==> src/rtl/rx_seq_pkg.sv <==
`default_nettype none
// ============================================================================
// rx_seq_pkg : shared types for the serial receive bit sequencer
// Rev 1.0
// ============================================================================
package rx_seq_pkg;

    typedef enum logic [2:0] {
        IDLE  = 3'd0,
        START = 3'd1,
        DATA  = 3'd2,
        STOP  = 3'd3,
        LOAD  = 3'd4
    } rx_state_t;

endpackage
`default_nettype wire

==> src/rtl/rx_bit_timer.sv <==
`default_nettype none
// ============================================================================
// rx_bit_timer : bit-period and bit-count timing for the receive sequencer
// Rev 1.0
// ============================================================================
module rx_bit_timer #(
    parameter int NUM_DATA_BITS = 8,
    parameter int CLKS_PER_BIT  = 10
) (
    input  logic clk,
    input  logic n_rst,
    input  logic clear,
    input  logic count_en,
    input  logic restart,
    input  logic bit_inc,
    output logic half_done,
    output logic period_pre,
    output logic period_done,
    output logic bits_done
);

    localparam int CNT_W = $clog2(CLKS_PER_BIT);
    localparam int BIT_W = $clog2(NUM_DATA_BITS + 1);

    localparam logic [CNT_W-1:0] HALF_LAST   = CNT_W'(CLKS_PER_BIT / 2 - 1);
    localparam logic [CNT_W-1:0] PERIOD_PRE  = CNT_W'(CLKS_PER_BIT - 2);
    localparam logic [CNT_W-1:0] PERIOD_LAST = CNT_W'(CLKS_PER_BIT - 1);
    localparam logic [BIT_W-1:0] BITS_LAST   = BIT_W'(NUM_DATA_BITS - 1);

    logic [CNT_W-1:0] clk_cnt;
    logic [BIT_W-1:0] bit_cnt;

    always_ff @(posedge clk or negedge n_rst) begin
        if (!n_rst) begin
            clk_cnt <= '0;
            bit_cnt <= '0;
        end else if (clear) begin
            clk_cnt <= '0;
            bit_cnt <= '0;
        end else begin
            if (restart) begin
                clk_cnt <= '0;
            end else if (count_en) begin
                clk_cnt <= clk_cnt + CNT_W'(1);
            end
            if (bit_inc) begin
                bit_cnt <= bit_cnt + BIT_W'(1);
            end
        end
    end

    // period_pre lets the FSM register the strobe so it lands on the last count
    assign half_done   = (clk_cnt == HALF_LAST);
    assign period_pre  = (clk_cnt == PERIOD_PRE);
    assign period_done = (clk_cnt == PERIOD_LAST);
    assign bits_done   = (bit_cnt == BITS_LAST);

endmodule
`default_nettype wire

==> src/rtl/rx_bit_sequencer.sv <==
`default_nettype none
// ============================================================================
// rx_bit_sequencer : start detection, mid-bit sampling and status for a UART RX
// Rev 1.0
// ============================================================================
module rx_bit_sequencer
    import rx_seq_pkg::*;
#(
    parameter int NUM_DATA_BITS = 8,
    parameter int CLKS_PER_BIT  = 10
) (
    input  logic clk,
    input  logic n_rst,
    input  logic serial_in,
    input  logic data_read,
    output logic shift_strobe,
    output logic load_buffer,
    output logic data_ready,
    output logic framing_error,
    output logic overrun_error,
    output logic busy
);

    logic      sync_meta;
    logic      rx_s;
    logic      rx_prev;
    logic      start_edge;
    rx_state_t state;

    logic tmr_clear;
    logic tmr_count;
    logic tmr_restart;
    logic tmr_bit_inc;
    logic half_done;
    logic period_pre;
    logic period_done;
    logic bits_done;

    // Line idles high, so the history resets high to avoid a phantom start
    always_ff @(posedge clk or negedge n_rst) begin
        if (!n_rst) begin
            sync_meta <= 1'b1;
            rx_s      <= 1'b1;
            rx_prev   <= 1'b1;
        end else begin
            sync_meta <= serial_in;
            rx_s      <= sync_meta;
            rx_prev   <= rx_s;
        end
    end

    assign start_edge  = rx_prev & ~rx_s;
    assign tmr_clear   = (state == IDLE);
    assign tmr_count   = (state == START) || (state == DATA) || (state == STOP);
    assign tmr_restart = ((state == START) && half_done) ||
                         (((state == DATA) || (state == STOP)) && period_done);
    assign tmr_bit_inc = (state == DATA) && period_done;

    rx_bit_timer #(
        .NUM_DATA_BITS (NUM_DATA_BITS),
        .CLKS_PER_BIT  (CLKS_PER_BIT)
    ) u_timer (
        .clk         (clk),
        .n_rst       (n_rst),
        .clear       (tmr_clear),
        .count_en    (tmr_count),
        .restart     (tmr_restart),
        .bit_inc     (tmr_bit_inc),
        .half_done   (half_done),
        .period_pre  (period_pre),
        .period_done (period_done),
        .bits_done   (bits_done)
    );

    always_ff @(posedge clk or negedge n_rst) begin
        if (!n_rst) begin
            state         <= IDLE;
            shift_strobe  <= 1'b0;
            load_buffer   <= 1'b0;
            data_ready    <= 1'b0;
            framing_error <= 1'b0;
            overrun_error <= 1'b0;
            busy          <= 1'b0;
        end else begin
            shift_strobe <= 1'b0;
            load_buffer  <= 1'b0;
            if (data_read) begin
                data_ready    <= 1'b0;
                overrun_error <= 1'b0;
            end
            unique case (state)
                IDLE: begin
                    if (start_edge) begin
                        state         <= START;
                        busy          <= 1'b1;
                        framing_error <= 1'b0;
                    end
                end
                START: begin
                    if (half_done) begin
                        if (rx_s) begin
                            state <= IDLE;
                            busy  <= 1'b0;
                        end else begin
                            state <= DATA;
                        end
                    end
                end
                DATA: begin
                    if (period_pre) begin
                        shift_strobe <= 1'b1;
                    end
                    if (period_done && bits_done) begin
                        state <= STOP;
                    end
                end
                STOP: begin
                    if (period_done) begin
                        if (rx_s) begin
                            state       <= LOAD;
                            load_buffer <= 1'b1;
                        end else begin
                            state         <= IDLE;
                            framing_error <= 1'b1;
                            busy          <= 1'b0;
                        end
                    end
                end
                LOAD: begin
                    data_ready <= 1'b1;
                    if (data_ready && !data_read) begin
                        overrun_error <= 1'b1;
                    end
                    state <= IDLE;
                    busy  <= 1'b0;
                end
                default: begin
                    state <= IDLE;
                    busy  <= 1'b0;
                end
            endcase
        end
    end

endmodule
`default_nettype wire

==> config.mk <==
export PLATFORM = sky130hd
export DESIGN_NAME = rx_bit_sequencer
export DESIGN_NICKNAME = d
export VERILOG_FILES = /design/src/rtl/rx_seq_pkg.sv /design/src/rtl/rx_bit_timer.sv /design/src/rtl/rx_bit_sequencer.sv
export SDC_FILE = /design/constraint.sdc
export NUM_CORES = 1
export LEC_CHECK = 0
export CAP_MARGIN = 5
export CELL_PAD_IN_SITES_DETAIL_PLACEMENT = 0
export CELL_PAD_IN_SITES_GLOBAL_PLACEMENT = 1
export CORE_MARGIN = 5
export CORE_UTILIZATION = 38
export DETAILED_ROUTE_END_ITERATION = 10
export GPL_TIMING_DRIVEN = 0
export PLACE_DENSITY_LB_ADDON = 0.1
export REMOVE_ABC_BUFFERS = 1
export SLEW_MARGIN = 40
export SYNTH_ARGS = -nofsm -noshare
export SYNTH_HDL_FRONTEND = slang
export SYNTH_SLANG_ARGS = --single-unit
==> constraint.sdc <==
create_clock -name clk -period 1.39 [get_ports clk]
set_input_delay 0.139 -clock clk [delete_from_list [all_inputs] [get_ports clk]]
set_output_delay 0.139 -clock clk [all_outputs]
set_load 0.05 [all_outputs]
# After elaboration in Yosys (flattened, before gate mapping)
# Index checks and enable logic that the tools add are counted.
# totals
ff_bits,20
out_inout_bits,6
in_bits,4
# op_classes
add_sub_neg,2
n_bitwise,3
n_reduce_logical,18
n_mux,32
eq_ne,14
# ops
op,count
$mux 4,5
$mux 1,18
$mux 3,5
$pmux 3 s4,1
$ne 2x2->1 const B,5
$add 4x1->4 const B,2
$eq 4x3->1 const B,2
$eq 4x4->1 const B,2
$reduce_and 4->1,2
$eq 3x2->1 const B,2
$reduce_and 6->1,1
$reduce_bool 2->1,3
$logic_and 1x1->1,5
$logic_or 1x1->1,4
$pmux 1 s4,1
$eq 3x1->1 const B,1
$eq 3x3->1 const B,1
$logic_not 3->1,1
$reduce_bool 3->1,1
$mux 2,1
$ne 2x1->1 const B,1
$not 1->1,2
$pmux 1 s2,1
$and 1x1->1,1
$logic_not 1->1,1

# Depth between registers and ports, before layout
# Gate-level depths: netlist of the first run.
# logic_depth
depth_word,6
mapped_depth,6

# By module
# A second synthesis of the first run with hierarchy kept.
# unflattened
cells_unflattened,96
area_unflattened_um2,1008.5
# by_module_without_submodules
module,seq_area_each_um2,instances,cells_per_inst,area_each_um2
rx_bit_sequencer,304.0,1,53,553.0
rx_bit_timer,200.2,1,43,455.4

# Worst setup path before layout of the first run
# Ideal clock, no wire load.
# synth_timing
path_kind,register to register
start,reg u_timer.clk_cnt[1]
end,reg u_timer.bit_cnt[3]
required_ns,1.269
arrival_time_ns,1.378
path_buffers,0
setup_ns,0.121
setup_slack_ns,-0.109
path_stages_with_launch,7
path_cell_list,dfrtp_1 inv_1 ha_1 and3b_1 nand4_1 mux2_1 a22o_1
# synth_via
elab_chain_cells,3
# synth_rtl
element,line,rtl
start: declaration,rx_bit_timer.sv:30,logic [CNT_W-1:0] clk_cnt;
start signal: assignment,rx_bit_timer.sv:44,clk_cnt <= clk_cnt + CNT_W'(1);
$eq 4x4->1,rx_bit_timer.sv:55,assign period_done = (clk_cnt == PERIOD_LAST);
$logic_and 1x1->1,rx_bit_sequencer.sv:57,assign tmr_bit_inc = (state == DATA) && period_done;
$reduce_bool 2->1 (no line),-,
end signal: assignment,rx_bit_timer.sv:47,bit_cnt <= bit_cnt + BIT_W'(1);
end: declaration,rx_bit_timer.sv:31,logic [BIT_W-1:0] bit_cnt;
# No other way between the ends.
# A chain may end at the register's enable or synchronous reset.

# Worst setup path after layout of the first run
# Same ends and word-level chain as after synthesis.

==> results by group, run 1 <==
Yosys
  • Warnings from Yosys: 0
  • Async SR Flop Fraction: 100%
  • Area contributors post-synth: dfrtp_1, dfstp_2, ha_1, a22o_1, nor2_1
  • Main synth FF type: dfrtp_1
  • Post-synthesis register bit count: 20
  • Synth Area per Inst: 10.8 um^2
  • Register area share after synthesis: 51.5%
  • Synth cell types: 36
  • Cell with the most instances after synthesis: dfrtp_1
  • Synth area leader: dfrtp_1
  • Post-synth top cells: dfrtp_1, nor2_1, nand2_1
  • Number of synthesized flops with an enable pin: 0
  • Post-synthesis cell area: slightly below 1000 um^2
  • Post-synth top area share: between 40% and 50%
  • Cells after Synth: slightly above 90

Placement
  • Number of port buffers: 9
  • GPL Wtd Cong: 0.691
  • DP Wirelength: 1280 um

Pwr
  • Power per cell area: 1820 nW/um^2
  • Lkg Pwr: 0.628 nW
  • VDD IR max: 1.05 mV

Cells and area
  • Fraction of layout cells with a size suffix above 1: between 40% and 50%
  • Fin nets: around 120
  • Final core occ: about 55%
  • Area delta synth->final: 38.1%
  • Antenna diodes: 0

Routing
  • DRC: 0
  • Drt total wl: 2090 um
  • Drt pass-1 iters: 4
  • Vias: 760
  • Post-detailed-route count of antenna-violating nets: 0
  • Vias per cell: 5.24
  • Avg WL per Cell: around 14 um
  • DR iter-0 viols: 14

Clocking
  • Worst skew pair latency: about 300 ps
  • Num CTS Buffers: 3
  • CTS tree: done
  • Htree depth: 1
  • Clock Path Buffers: 2
  • Clock sinks: 20
  • Root buffer cell: clkbuf_4
  • Clk slew on worst S/H paths: 120 ps

Global route
  • Largest net degree at the start of global routing: 21
  • GRT Overall Usage: 12.0%
  • Global-route wire length before repair: roughly 3200 um
  • GRT overflow: 0
  • Vias in the first global route: about 720
  • Antenna violations before repair: 0

STA
  • Final setup vio count: 8
  • Min Clock Period, post-route: around 1500 ps
  • Tightest Pin Transition: 488 ps
  • Max-slew headroom: 67.6%
  • Unrepaired setup endpoints after global routing: true
  • Skew final: 1.86 ps
  • Peak Freq: 0.655 GHz
  • Fin crit share: 110%
  • Setup WS post-layout: -138 ps
  • Final Max Tran Viols: 0
  • Setup tns final: -625 ps
  • Final Hold Viols: 0

Outcome
  • Failing checks: setup timing
  • Status: finished, violations left

Floorplan
  • Die area: around 3700 um^2
  • Die width: between 60 and 70 um
  • Ports: 10
  • Rows: 18
  • Starting Density: just under 40%
  • Core ar.: 2480 um^2
  • Die H: 60.7 um

Job
  • # Max-Cap Violations: 0

Hold path
  • Min-delay worst type: in -> reg

Critical path
  • Worst Setup Path Type: reg -> reg
  • WP data required: about 1600 ps
  • Crit end category: flop
  • CP max FO: 3
  • Arrival time at the worst endpoint: 1740 ps
  • CP Launch Type: flop
## cell families (layout without fill, tap and decap cells)
kind of cell,count (synthesis),in the layout,share of synthesized area (%)
adders and majority gates,4,4,5.12
xor gates and xnor gates,1,1,0.895
buffers and inverters,8,32,3.71
DFF,20,20,51.5
AOI/OAI and AO/OA,19,19,14.2
and+or+nand+nor,36,36,21.1
muxes,3,3,3.45
## state kept, by name, summed over array words and instances (netlist names)
| signal | count |
|---|---|
| framing_error | 1 |
| sync_meta | 1 |
| u_timer.clk_cnt | 4 |
| load_buffer | 1 |
| overrun_error | 1 |
| u_timer.bit_cnt | 4 |
| busy | 1 |
| state | 3 |
| rx_s | 1 |
| data_ready | 1 |
| shift_strobe | 1 |
| rx_prev | 1 |
## routing by layer
metal / part of all wire, % / global-route usage (%) / up-vias / routed length, um
li1: - / - / 375 / -
met1: 45 / 14.3 / 375 / 942
met2: 51 / 21.1 / 8 / 1070
met3: 2.9 / 3.83 / 2 / 60
met4: 0.91 / 2.79 / 0 / 19
met5: 0 / 0 / - / 0
## worst max-delay path, cell delays in order (launching register included)
cell     delay, ps
dfrtp_1        420
inv_2           90
ha_4           140
and3b_1        190
nand4_1        120
mux2_4         310
a22o_1         170
## power by group
part,total [mW],internal [mW],switching [mW]
Clock,0.479,0.291,0.188
Sequential,0.904,0.724,0.181
Combinational,1.08,0.574,0.504
## stage by stage
step	area [um^2]	hold WS (ps)	cells	worst slack, ps	power (mW)
CTS	1300	209	144	-156	2.39
global placement	1080	347	126	-242	1.57
global route	1350	210	145	-198	2.62
floorplan	957	-157	87	-109	1.39
detailed placement	1080	124	126	-264	1.59
finish	1350	224	145	-138	2.46
## layout by cell type, fill, tap and decap left out, types with 2 or more instances in the layout
| cell type | synthesis | layout |
|---|---|---|
| clkdlybuf4s50_1 | 0 | 2 |
| buf_6 | 0 | 2 |
| clkbuf_4 | 0 | 3 |
| dfrtp_1 | 17 | 14 |
| ha_1 | 4 | 2 |
| inv_1 | 4 | 3 |
| o21ai_2 | 0 | 2 |
| nand2_1 | 8 | 8 |
| a22o_1 | 5 | 5 |
| nor2_1 | 9 | 9 |
| dlygate4sd2_1 | 0 | 3 |
| clkdlybuf4s15_1 | 0 | 2 |
| dfrtp_2 | 0 | 3 |
| mux2_4 | 0 | 2 |
| buf_4 | 1 | 11 |
| dfstp_2 | 3 | 3 |
| nand3b_1 | 2 | 2 |
| o21ai_0 | 6 | 3 |
| or2_2 | 2 | 2 |
| nor3_4 | 0 | 2 |
## worst paths after layout
path	start	endpoint	slack [ps]	cells after the start
min in group asynchronous	n_rst	u_timer.bit_cnt[0]	300	2
setup reg to reg	u_timer.clk_cnt[1]	u_timer.bit_cnt[3]	-140	6
setup / recovery	u_timer.clk_cnt[1]	u_timer.bit_cnt[3]	-140	6
hold / removal	serial_in	sync_meta	220	1
max in group asynchronous	n_rst	sync_meta	750	2
hold reg to reg	sync_meta	rx_s	360	0
## cell type report
cell class	count	area (um^2)
Fill cell	218	1130
Tap cell	30	37.5
Clock inverter	1	30.0
Inverter	4	15.0
Timing Repair Buffer	24	211
Multi-Input combinational cell	63	527
Sequential cell	20	508
Clock buffer	3	22.5
## what timing repair did
item	in CTS	in global routing
hold buffers	1	0
endpoints found under the setup margin	16	16
setup buffers	13	1
hold endpoints to repair	17	0
resized for setup	21	15
pin swaps	8	6
Power figures use the tool's default switching activity.
==> inputs of run 2 (changes only) <==
CORE_MARGIN = not set   (was 5)
CORE_UTILIZATION = 46   (was 38)
clock period = 1.9 ns   (was 1.39 ns; I/O delays follow)
==> results by group, run 2 (same netlist as run 1, synthesis figures left out) <==
Pwr
  • Net Sw Frac: 37.1% (+1.7 points)
  • Comb pwr share: 34.3% (-9.5 points)
  • Internal: 0.872 mW (-45%)
  • Sequential power share: 48.2% (+12 points)
  • VDD IR max: 0.684 mV (-35%)
  • Clk pwr share: 17.5% (-2.0 points)
  • NetSw: 0.514 mW (-41%)
  • Power per cell area: 1230 nW/um^2 (-32%)
  • Lkg Pwr: 0.510 nW (-19%)
  • Final Power: 1.39 mW (-44%)

STA
  • Setup tns final: 0 ps (+625 ps)
  • Unrepaired setup endpoints after global routing: false
  • Final Hold Viols: 0 (unchanged)
  • Hold_ws: 283 ps (+58.9 ps)
  • Final setup vio count: 0 (-8)
  • Min Clock Period, post-route: about 1700 ps
  • Final Max Tran Viols: 0 (unchanged)
  • Peak Freq: slightly below 0.6 GHz
  • Max-slew headroom: 64.8% (-2.8 points)
  • Fin crit share: 89.2%
  • Tightest Pin Transition: 527 ps (+39.4 ps)
  • Setup WS post-layout: 205 ps (+343 ps)
  • Skew final: 1.58 ps (-0.275 ps)

Cells and area
  • Fin nets: 110 (-11%)
  • Commonest cells after routing, fill and taps aside: dfrtp_1, nor2_1, nand2_1, clkdlybuf4s50_1, o21ai_0
  • Multi-input gate area: 438 um^2 (-17%)
  • Largest registers: u_timer.bit_cnt: 4 flops, u_timer.clk_cnt: 4 flops, state: 3 flops
  • Final instance area: 1120 um^2 (-17%)
  • Fillers: 164 (-25%)
  • Sequential cell area: 504 um^2 (-0.74%)
  • Antenna diodes: 0 (unchanged)
  • Most common cell after layout, fill and taps aside: dfrtp_1
  • Final core occ: 56.6% (+2.1 points)
  • Fraction of layout cells with a size suffix above 1: 15.8% (-24 points)
  • Area delta synth->final: 14.7%
  • Final std cells w/o fill: 128 (-12%)

Clocking
  • Clock Path Buffers: 2 (unchanged)
  • Worst skew pair latency: 300 ps (about the same)
  • Hold_buf cts: 1 (unchanged)
  • PostCTS Resize Cnt: 0 (-100%)
  • Setup Fix Bufs, Post-CTS: 0 (-13)
  • CTS tree: done
  • Htree depth: 1 (unchanged)
  • Clock sinks: 20 (unchanged)
  • Root buffer cell: clkbuf_4
  • Num CTS Buffers: 3 (unchanged)
  • Clk slew on worst S/H paths: 100 ps (-20 ps)

Routing
  • Avg WL per Cell: 12.7 um (-12%)
  • Drt total wl: 1630 um (-22%)
  • Vias per cell: 5.36 (+2.3%)
  • Drt pass-1 iters: 3 (-1)
  • DR iter-0 viols: 1 (-13)
  • Post-detailed-route count of antenna-violating nets: 0 (unchanged)
  • DRC: 0 (unchanged)
  • Vias: 686 (-9.7%)

Critical path
  • Crit-path leading delay family: buffers and inverters
  • Largest stage delay, worst path: 810 ps (+390 ps)
  • CP cell instances: clkdlybuf4s50_1
  • Arrival time at the worst endpoint: 1500 ps (-240 ps)
  • Crit end category: output pin
  • CP Launch Type: flop
  • Reg2Reg Capture Point: state[0]
  • Critical path origin: data_ready
  • Worst r2r src: u_timer.clk_cnt[1]
  • CP max FO: 3 (unchanged)
  • Worst Path Buf+Inv: 1 (unchanged)
  • Setup crit end: data_ready
  • CP Depth: 1 (-5)
  • Worst Setup Path Type: reg -> out
  • R2R depth: 5 (-1)
  • FF-to-FF setup slack: 260 ps (+400 ps)
  • WP data required: 1710 ps (+110 ps)
  • CP max-delay cell: clkdlybuf4s50_1

Placement
  • GPL Wtd Cong: 0.730 (+5.6%)
  • DP Wirelength: 1100 um (-14%)
  • Placed insts: 123 (-2.4%)
  • Number of port buffers: 9 (unchanged)
  • Post-place instance area: 1080 um^2 (-0.35%)
  • Pre-CTS setup slack: 268 ps (+532 ps)

Global route
  • Antenna violations before repair: 0 (unchanged)
  • GRT overflow: 0 (unchanged)
  • Largest net degree at the start of global routing: 21 (unchanged)
  • Vias in the first global route: 576 (-20%)
  • Global-route wire length before repair: 2550 um (-20%)
  • GRT Overall Usage: 16.6% (+4.6 points)

Floorplan
  • Rows: 16 (-2)
  • Ports: 10 (unchanged)
  • Die H: 48.1 um (-21%)
  • Starting Density: 49.4% (+9.9 points)
  • Die area: 2320 um^2 (-37%)
  • Core ar.: 1980 um^2 (-20%)
  • Die width: 48.1 um (-21%)

Outcome
  • Status: completed

Hold path
  • Number of cells on the worst hold path: 1 (unchanged)
  • Min-delay worst type: in -> reg

Job
  • # Max-Cap Violations: 0 (unchanged)
==> run 2: changes by cell type in the layout (fill, tap and decap cells not counted), sizes merged <==
cell,delta
buf,-14
clkdlybuf4s50,+6
dlygate4sd2,-3
clkdlybuf4s15,-2
bufinv,-1
==> run 2: area by class of cell <==
class                      instances  share of cell area (%)
clock buffer                       4                    3.23
inverter                           4                    1.34
multi-input combinational         63                    39.0
sequential                        20                    44.9
tap                               27                    3.01
timing repair buffer              10                    8.47
==> run 2: routing by layer <==
layer / global-route usage, % / wire length (um)
met1: 21.1 / 833
met2: 25.1 / 706
met3: 5.56 / 57
met4: 8.33 / 33
met5: 0 / 0
==> run 2: power by group through the flow <==
stage	Combinational (mW)	Sequential, mW	Clock [mW]
after global placement	0.469	0.674	0
after detailed placement	0.484	0.677	0
after global routing	0.538	0.691	0.272
after floorplan	0.321	0.695	0
final	0.475	0.668	0.243
after CTS	0.486	0.668	0.257
==> run 2: worst min-delay path by stage <==
stage / startpoint / end / slack, ps
after floorplan: n_rst / busy / -110
after global placement: sync_meta / rx_s / 350
after detailed placement: n_rst / u_timer.bit_cnt[1] / 160
after CTS: serial_in / sync_meta / 270
after global routing: serial_in / sync_meta / 270
final: serial_in / sync_meta / 280
